===== config.mk =====
export PLATFORM = sky130hd
export DESIGN_NAME = instr_fetch_queue
export DESIGN_NICKNAME = d
export VERILOG_FILES = /design/src/rtl/instr_fetch_queue.sv
export SDC_FILE = /design/constraint.sdc
export NUM_CORES = 1
export LEC_CHECK = 0
export ABC_AREA = 1
export ABC_CLOCK_PERIOD_IN_PS = 4970
export CAP_MARGIN = 40
export CELL_PAD_IN_SITES_DETAIL_PLACEMENT = 2
export CELL_PAD_IN_SITES_GLOBAL_PLACEMENT = 2
export CORE_UTILIZATION = 30
export DETAILED_ROUTE_END_ITERATION = 6
export PLACE_DENSITY_LB_ADDON = 0.3
export SYNTH_ARGS = -nofsm -noshare
export SYNTH_HDL_FRONTEND = slang
export SYNTH_SLANG_ARGS = --single-unit
export TNS_END_PERCENT = 30

===== constraint.sdc =====
create_clock -name clk -period 4.97 [get_ports clk]
set_input_delay 1.491 -clock clk [delete_from_list [all_inputs] [get_ports clk]]
set_output_delay 1.491 -clock clk [all_outputs]
set_load 0.05 [all_outputs]

===== src/rtl/instr_fetch_queue.sv =====
// Instruction fetch front-end: sequential word fetch, DEPTH-entry queue, redirect flush/drain.
// Define FETCH_STATS_EN to add saturating stat_fetched / stat_flushed counters.
module instr_fetch_queue #(
  parameter int unsigned DEPTH           = 4,
  parameter logic [31:0] RESET_PC        = 32'h0000_0000,
  parameter int unsigned MAX_OUTSTANDING = 4
) (
  input  logic        clk,
  input  logic        rst,
  output logic        req_valid,
  input  logic        req_ready,
  output logic [31:0] req_addr,
  input  logic        resp_valid,
  input  logic [31:0] resp_data,
  output logic        instr_valid,
  input  logic        instr_ready,
  output logic [31:0] instr,
  output logic [31:0] instr_pc,
  input  logic        redirect,
  input  logic [31:0] redirect_pc
`ifdef FETCH_STATS_EN
  ,
  output logic [31:0] stat_fetched,
  output logic [31:0] stat_flushed
`endif
);

  localparam int unsigned PW = $clog2(DEPTH);
  localparam int unsigned CW = $clog2(DEPTH + 1);
  localparam logic [CW:0]   DEPTH_C = (CW + 1)'(DEPTH);
  localparam logic [CW-1:0] MAXO_C  = CW'(MAX_OUTSTANDING);

  typedef enum logic [1:0] {
    IDLE  = 2'd0,
    FETCH = 2'd1,
    DRAIN = 2'd2
  } state_t;

  state_t state, state_next;

  logic [31:0]   fetch_pc, resp_pc, last_instr, last_pc, redir_pc;
  logic [CW-1:0] count, outstanding, stale, out_next, stale_next;
  logic [CW:0]   credit_sum;
  logic [PW-1:0] rd_ptr, wr_ptr;
  logic [31:0]   q_data [DEPTH];
  logic [31:0]   q_pc   [DEPTH];
  logic          req_fire, pop, push, discard;

  assign redir_pc    = redirect_pc & 32'hFFFF_FFFC;
  assign credit_sum  = {1'b0, count} + {1'b0, outstanding};
  assign instr_valid = (count != '0);
  assign req_addr    = fetch_pc;
  assign req_fire    = req_valid & req_ready;
  assign pop         = instr_valid & instr_ready;
  // Outside FETCH every response belongs to an abandoned stream; in the redirect cycle too.
  assign discard     = redirect | (state != FETCH) | (stale != '0);
  assign push        = resp_valid & ~discard;
  assign out_next    = outstanding + CW'(req_fire) - CW'(resp_valid);
  assign instr       = instr_valid ? q_data[rd_ptr] : last_instr;
  assign instr_pc    = instr_valid ? q_pc[rd_ptr]   : last_pc;

  always_comb begin
    stale_next = stale;
    if (state == FETCH && redirect)
      stale_next = out_next;
    else if (state == DRAIN)
      stale_next = stale - CW'(resp_valid);
  end

  always_ff @(posedge clk) begin
    if (rst) state <= IDLE;
    else     state <= state_next;
  end

  always_comb begin
    state_next = state;
    case (state)
      IDLE:    state_next = FETCH;
      FETCH:   if (redirect && out_next != '0) state_next = DRAIN;
      DRAIN:   if (stale_next == '0) state_next = FETCH;
      default: state_next = IDLE;
    endcase
  end

  always_comb begin
    req_valid = 1'b0;
    if (state == FETCH)
      req_valid = (credit_sum < DEPTH_C) && (outstanding < MAXO_C);
  end

  always_ff @(posedge clk) begin
    if (rst) begin
      fetch_pc    <= RESET_PC;
      resp_pc     <= RESET_PC;
      outstanding <= '0;
      stale       <= '0;
      count       <= '0;
      rd_ptr      <= '0;
      wr_ptr      <= '0;
      last_instr  <= '0;
      last_pc     <= '0;
    end else begin
      outstanding <= out_next;
      stale       <= stale_next;
      if (instr_valid) begin
        last_instr <= q_data[rd_ptr];
        last_pc    <= q_pc[rd_ptr];
      end
      // resp_pc tracks the address of the next non-stale response, so tags need no PC FIFO.
      if (redirect) begin
        fetch_pc <= redir_pc;
        resp_pc  <= redir_pc;
        count    <= '0;
        rd_ptr   <= '0;
        wr_ptr   <= '0;
      end else begin
        if (req_fire) fetch_pc <= fetch_pc + 32'd4;
        if (push) begin
          resp_pc <= resp_pc + 32'd4;
          wr_ptr  <= wr_ptr + 1'b1;
        end
        if (pop) rd_ptr <= rd_ptr + 1'b1;
        count <= count + CW'(push) - CW'(pop);
      end
    end
  end

  always_ff @(posedge clk) begin
    if (push) begin
      q_data[wr_ptr] <= resp_data;
      q_pc[wr_ptr]   <= resp_pc;
    end
  end

`ifdef FETCH_STATS_EN
  logic [CW:0] flush_inc;
  logic [32:0] fetched_sum, flushed_sum;

  always_comb begin
    flush_inc = '0;
    if (redirect)
      flush_inc = {1'b0, count} - {{CW{1'b0}}, pop};
    flush_inc = flush_inc + {{CW{1'b0}}, resp_valid & discard};
  end

  assign fetched_sum = {1'b0, stat_fetched} + 33'(pop);
  assign flushed_sum = {1'b0, stat_flushed} + 33'(flush_inc);

  always_ff @(posedge clk) begin
    if (rst) begin
      stat_fetched <= '0;
      stat_flushed <= '0;
    end else begin
      stat_fetched <= fetched_sum[32] ? '1 : fetched_sum[31:0];
      stat_flushed <= flushed_sum[32] ? '1 : flushed_sum[31:0];
    end
  end
`endif

endmodule


# Word-level counts from Yosys, hierarchy flattened
# Memories as Yosys holds them, arrays and structs flattened. A register that Yosys moved wholly into a read port is not among the register bits.
# Index checks and enable logic that the tools add are counted.
[classes] addsub=10 n_lt_le_gt_ge=2 eq_ne=5 mux=18 n_bitwise=6 reduce_logical=12
[op_table] cell="$mux W32" n=6
[op_table] cell="$add A32 B3 Y32 const B" n=2
[op_table] cell="$mux W2" n=6
[op_table] cell="$reduce_bool A3 Y1" n=3
[op_table] cell="$sub A3 B1 Y3" n=3
[op_table] cell="$add A3 B1 Y3" n=2
[op_table] cell="$mux W3" n=2
[op_table] cell="$ne A2 B1 Y1 const B" n=3
[op_table] cell="$pmux W2 S3" n=1
[op_table] cell="$add A2 B1 Y2 const B" n=2
[op_table] cell="$add A3 B3 Y4" n=1
[op_table] cell="$lt A4 B3 Y1 const B" n=1
[op_table] cell="$reduce_bool A2 Y1" n=2
[op_table] cell="$and A1 B1 Y1" n=3
[op_table] cell="$logic_and A1 B1 Y1" n=3
[op_table] cell="$logic_not A3 Y1" n=1
[op_table] cell="$lt A3 B3 Y1 const B" n=1
[op_table] cell="$mux W1" n=3
[op_table] cell="$eq A2 B1 Y1 const B" n=1
[op_table] cell="$eq A2 B2 Y1 const B" n=1
[op_table] cell="$logic_not A2 Y1" n=1
[op_table] cell="$or A1 B1 Y1" n=2
[op_table] cell="$reduce_and A2 Y1" n=1
[op_table] cell="$reduce_or A2 Y1" n=1
[op_table] cell="$not A1 Y1" n=1
[totals] register_bits=143 ram_bits=256 in_bits=70 word_cells=67 memories=2
[memory_table] name="q_data" depth=4 word_bits=32 read_ports=1 rd_ports_with_merged_regs=1 write_ports=1 line="45" source="logic [31:0] q_data [DEPTH];"
[memory_table] name="q_pc" depth=4 word_bits=32 read_ports=1 rd_ports_with_merged_regs=1 write_ports=1 line="46" source="logic [31:0] q_pc [DEPTH];"

# Longest topological paths before layout
[depth] word_depth=11 mapped_depth=20 mapped_depth_nobuf=20

# Least setup slack after synthesis
# OpenSTA, ideal clock, no wires.
[synth_timing] path_kind="in2reg" from="input redirect" to="memory q_data[0][0], enable pin" setup_ns=0.482 arrival_time_ns=4.729 slack_ns=-0.241 path_stages=5 cell_sequence="buf_6 > nor3_2 > nand2_2 > buf_2 > nor2_1"
[synth_via] elab_chain_cells=6
[synth_lines] item="from (decl)" line="19" source="input logic redirect,"
[synth_lines] item="$or A1 B1 Y1 (2 in series)" line="56" source="assign discard = redirect | (state != FETCH) | (stale != '0);"
[synth_lines] item="$not A1 Y1" line="57" source="assign push = resp_valid & ~discard;"
[synth_lines] item="$and A1 B1 Y1" line="57"
[synth_lines] item="$mux W1" line="129" source="if (push) begin"
[synth_lines] item="$mux W1 (not written as such)" line="130" source="q_data[wr_ptr] <= resp_data;"
[synth_lines] item="to (decl)" line="45"
# No other way between the ends.

==> impl_results.md <==
- Status: completed
- Synth Area in XOR/XNOR: 0.938%
- Reg2reg end: state[0]
- CP Capture Type: output port
- Largest net degree at the start of global routing: 73
- Hold crit path type: reg -> reg
- Final WL: 51,700 um
- Yosys reg bits: 389
- Core footprint: 0.0552 sq mm
- Die Y-Extent: 239 um
- Worst-path clk slew: 0.06 ns
- Met3 Use GR: roughly 2.8%
- Syn Area/Cell: 9.40 sq um
- Final Setup Violations: 0
- Cell Rows: 86
- Crit path kind: reg -> out
- Worst EP required: 3.48 ns
- Syn Std Cell Area: 0.0168 sq mm
- Routability-driven placement congestion ratio: 0.785
- Peak Freq: 213 MHz
- Hold bufs inserted after CTS: 0
- Tot GR Track Use: 18.4%
- Area grow syn2layout: 23.0%
- Nets: 2,026
- EDFF count, synth: 248
- Rel. slew slack: 44.5%
- Mux share of post-synthesis cell area: 0%
- Number of placed I/O pins: 168
- Vias per std cell: 4.86
- Final Hold Fails: 0
- CTS Buf Count: 45
- Via count: 13,200
- Worst Max-Slew Pin Slew: 0.833 ns
- Pleak: 7.51 nW
- Root buf cell: clkbuf_16
- Routed Antenna Nets: 0
- Synth cell types: 42
- Period minus WS final: around 4.7 ns
- CTS tree: done
- PortBufs: 163
- First-pass GRT wire length: 81,500 um
- R2R cell count: 18
- Top cells by count, synth: nand2_1, nor2_1, edfxtp_1
- Setup_tns: 0 ns
- Synth async-reset ratio: 0%
- Synth top area cells: edfxtp_1, dfxtp_1, nand2_1, nor2_1, a21oi_1
- Clock Sinks: 389
- Vias in the first global route: 14,700
- Compound-Gate Fraction of Synth Area: between 10% and 20%
- Reg-to-reg critical path startpoint: count[1]
- Simple-Gate Fraction of Synth Area: 20.6%
- Critical Path AT: ~3.2 ns
- Largest stage delay, worst path: around 0.8 ns
- RSZ-0062 raised after global routing: no
- CTS max path bufs: 3
- Initial DRC Count: 524
- Most used cell, CP: nand2_1
- Ant diodes: 0
- Initial antenna violation count: 2
- Postcts setup bufs: 0
- YS warnings: 0
- Top_reg_cell synth: edfxtp_1
- Max Slew Vio Count: 0
- Final Skew: between 0.015 and 0.02 ns
- Startpoint types: flip-flop
- Met2 usage: 33.1%
- Remaining global-route overflow: 0
- Die area: 0.0570 sq mm
- # fillers: 6,010
- Peak supply drop: around 0.25 mV
- Wire per inst: between 15 and 20 um
- Layout Utilization: 37.5%
- Max-cap violations: 0
- Combinational family with the most area after synthesis: simple AND/OR/NAND/NOR gates
- DRC Markers: 0
- Register area share after synthesis: 61.1%
- H-tree Lvls: 2
- Top cell type's share of synthesized area: 44.3%
- Synth Area in Adders: 1.28%
- Top-count cell post-synth: nand2_1
- Critical Path Fanout Max: 72
- Worst path cell trace: buf_4, nor2_1, o32ai_1, nand2_1, nand2_1, clkdlybuf4s50_1
- Worst path slowest cell: clkdlybuf4s50_1
- Layout cells sized above 1: under 10%
- Met1 Use GR: a little under a quarter
- Busiest grt layer: met2
- Hpwl dp: ~34,000 um
- Worst skew pair latency: between 0.5 and 0.6 ns
- Critical Path End: instr[4]
- Post_cts resized: 0
- TritonRoute pass-1 iters: 5
- Die X: 239 um
- Period utilisation layout: 94.6%
- Area leader, netlist: edfxtp_1
- Slack of the worst reg-to-reg path: roughly 1.9 ns
- Initial Util: between 30% and 40%
- Syn Inst Count: 1,788
- Cell area power density: between 300 and 400 mW/mm^2
how the worst min path moves through the flow:
stage	depth (start not counted)	endpoint	start	slack, ns
floorplan	2	last_pc[0]	last_pc[0]	0.42
global placement	2	last_pc[0]	last_pc[0]	0.44
detailed placement	2	last_pc[0]	last_pc[0]	0.44
CTS	2	last_pc[0]	last_pc[0]	0.45
global route	2	last_pc[0]	last_pc[0]	0.48
finish	2	last_pc[0]	last_pc[0]	0.44
where the power goes:
group	internal [W]	leakage, nW	total (W)	switching [W]
Sequential	0.00354	3.41	0.00364	0.0000968
Clock	0.00188	0.702	0.00324	0.00137
Combinational	0.000308	3.40	0.000974	0.000666
Total	0.00573	7.51	0.00786	0.00213
worst max-delay path, delay by kind of cell (launching register included):
| family | cells | cell delay (ns) |
|---|---|---|
| simple gates | 3 | 0.36 |
| buf+inv | 2 | 1.43 |
| flops | 1 | 0.44 |
| compound gates | 1 | 0.36 |
metal layers:
layer,routed length (um),vias up,share of wire [%]
met5,27,-,0.052
met2,25800,189,50
met1,23300,6633,45
li1,-,6351,-
met3,1590,71,3.1
met4,968,4,1.9
state kept, by name (all words and copies together) (netlist names), 3 cells and up, named ones only:
signal       cells
last_instr      32
last_pc         32
q_pc           120
count            3
q_data         128
stale            3
req_addr        30
resp_pc         30
outstanding      3
placed cells by master (no fill, tap or decap), types with 3 or more instances in the layout:
cell | synthesis | routed
nor3_2 | 4 | 4
clkbuf_8 | 0 | 3
nand2_1 | 442 | 442
a21oi_1 | 118 | 118
dfxtp_1 | 141 | 139
clkdlybuf4s50_1 | 0 | 157
nand3_1 | 59 | 59
clkbuf_1 | 43 | 7
clkbuf_16 | 0 | 45
buf_4 | 13 | 26
xor2_1 | 16 | 16
inv_2 | 11 | 10
a31oi_1 | 9 | 9
o32ai_1 | 62 | 62
nor3_1 | 8 | 8
o21ai_1 | 7 | 7
o21ai_0 | 109 | 109
nor2_2 | 8 | 8
buf_12 | 0 | 5
nand4_1 | 12 | 12
nand3b_1 | 4 | 4
bufinv_16 | 0 | 3
clkinvlp_4 | 0 | 3
ha_1 | 14 | 14
nor2_1 | 287 | 283
nor2_4 | 3 | 7
edfxtp_1 | 248 | 248
inv_1 | 113 | 113
clkinv_1 | 0 | 10
clkinv_2 | 0 | 9
nand2_2 | 7 | 7
metrics by stage:
stage | setup slack, ns | area [sq um] | hold WS, ns | instances | power, W
final | 0.269 | 20700 | 0.444 | 2724 | 0.00786
after global placement | 0.889 | 19200 | 0.437 | 2641 | 0.00466
after CTS | 0.188 | 20700 | 0.449 | 2724 | 0.00798
after global routing | 0.0934 | 20700 | 0.475 | 2724 | 0.00818
after floorplan | -0.241 | 16800 | 0.425 | 1789 | 0.00431
after detailed placement | 0.851 | 19200 | 0.440 | 2641 | 0.00470
cell type report:
class / count / area, sq um / share of cell area (%)
Inverter: 124 / 467 / 2.26
Clock inverter: 28 / 248 / 1.20
Clock buffer: 55 / 1190 / 5.77
Multi-Input combinational cell: 1191 / 5680 / 27.5
Sequential cell: 389 / 10300 / 49.7
Tap cell: 748 / 936 / 4.53
Timing Repair Buffer: 189 / 1870 / 9.05
logic make-up after synthesis:
family / count (synthesis)
compound gates: 310
fa+ha+maj: 16
simple gates: 845
flops: 389
other cells: 1
xor+xnor: 18
buf+inv: 209
No activity file was read; power rests on OpenSTA's default activity.
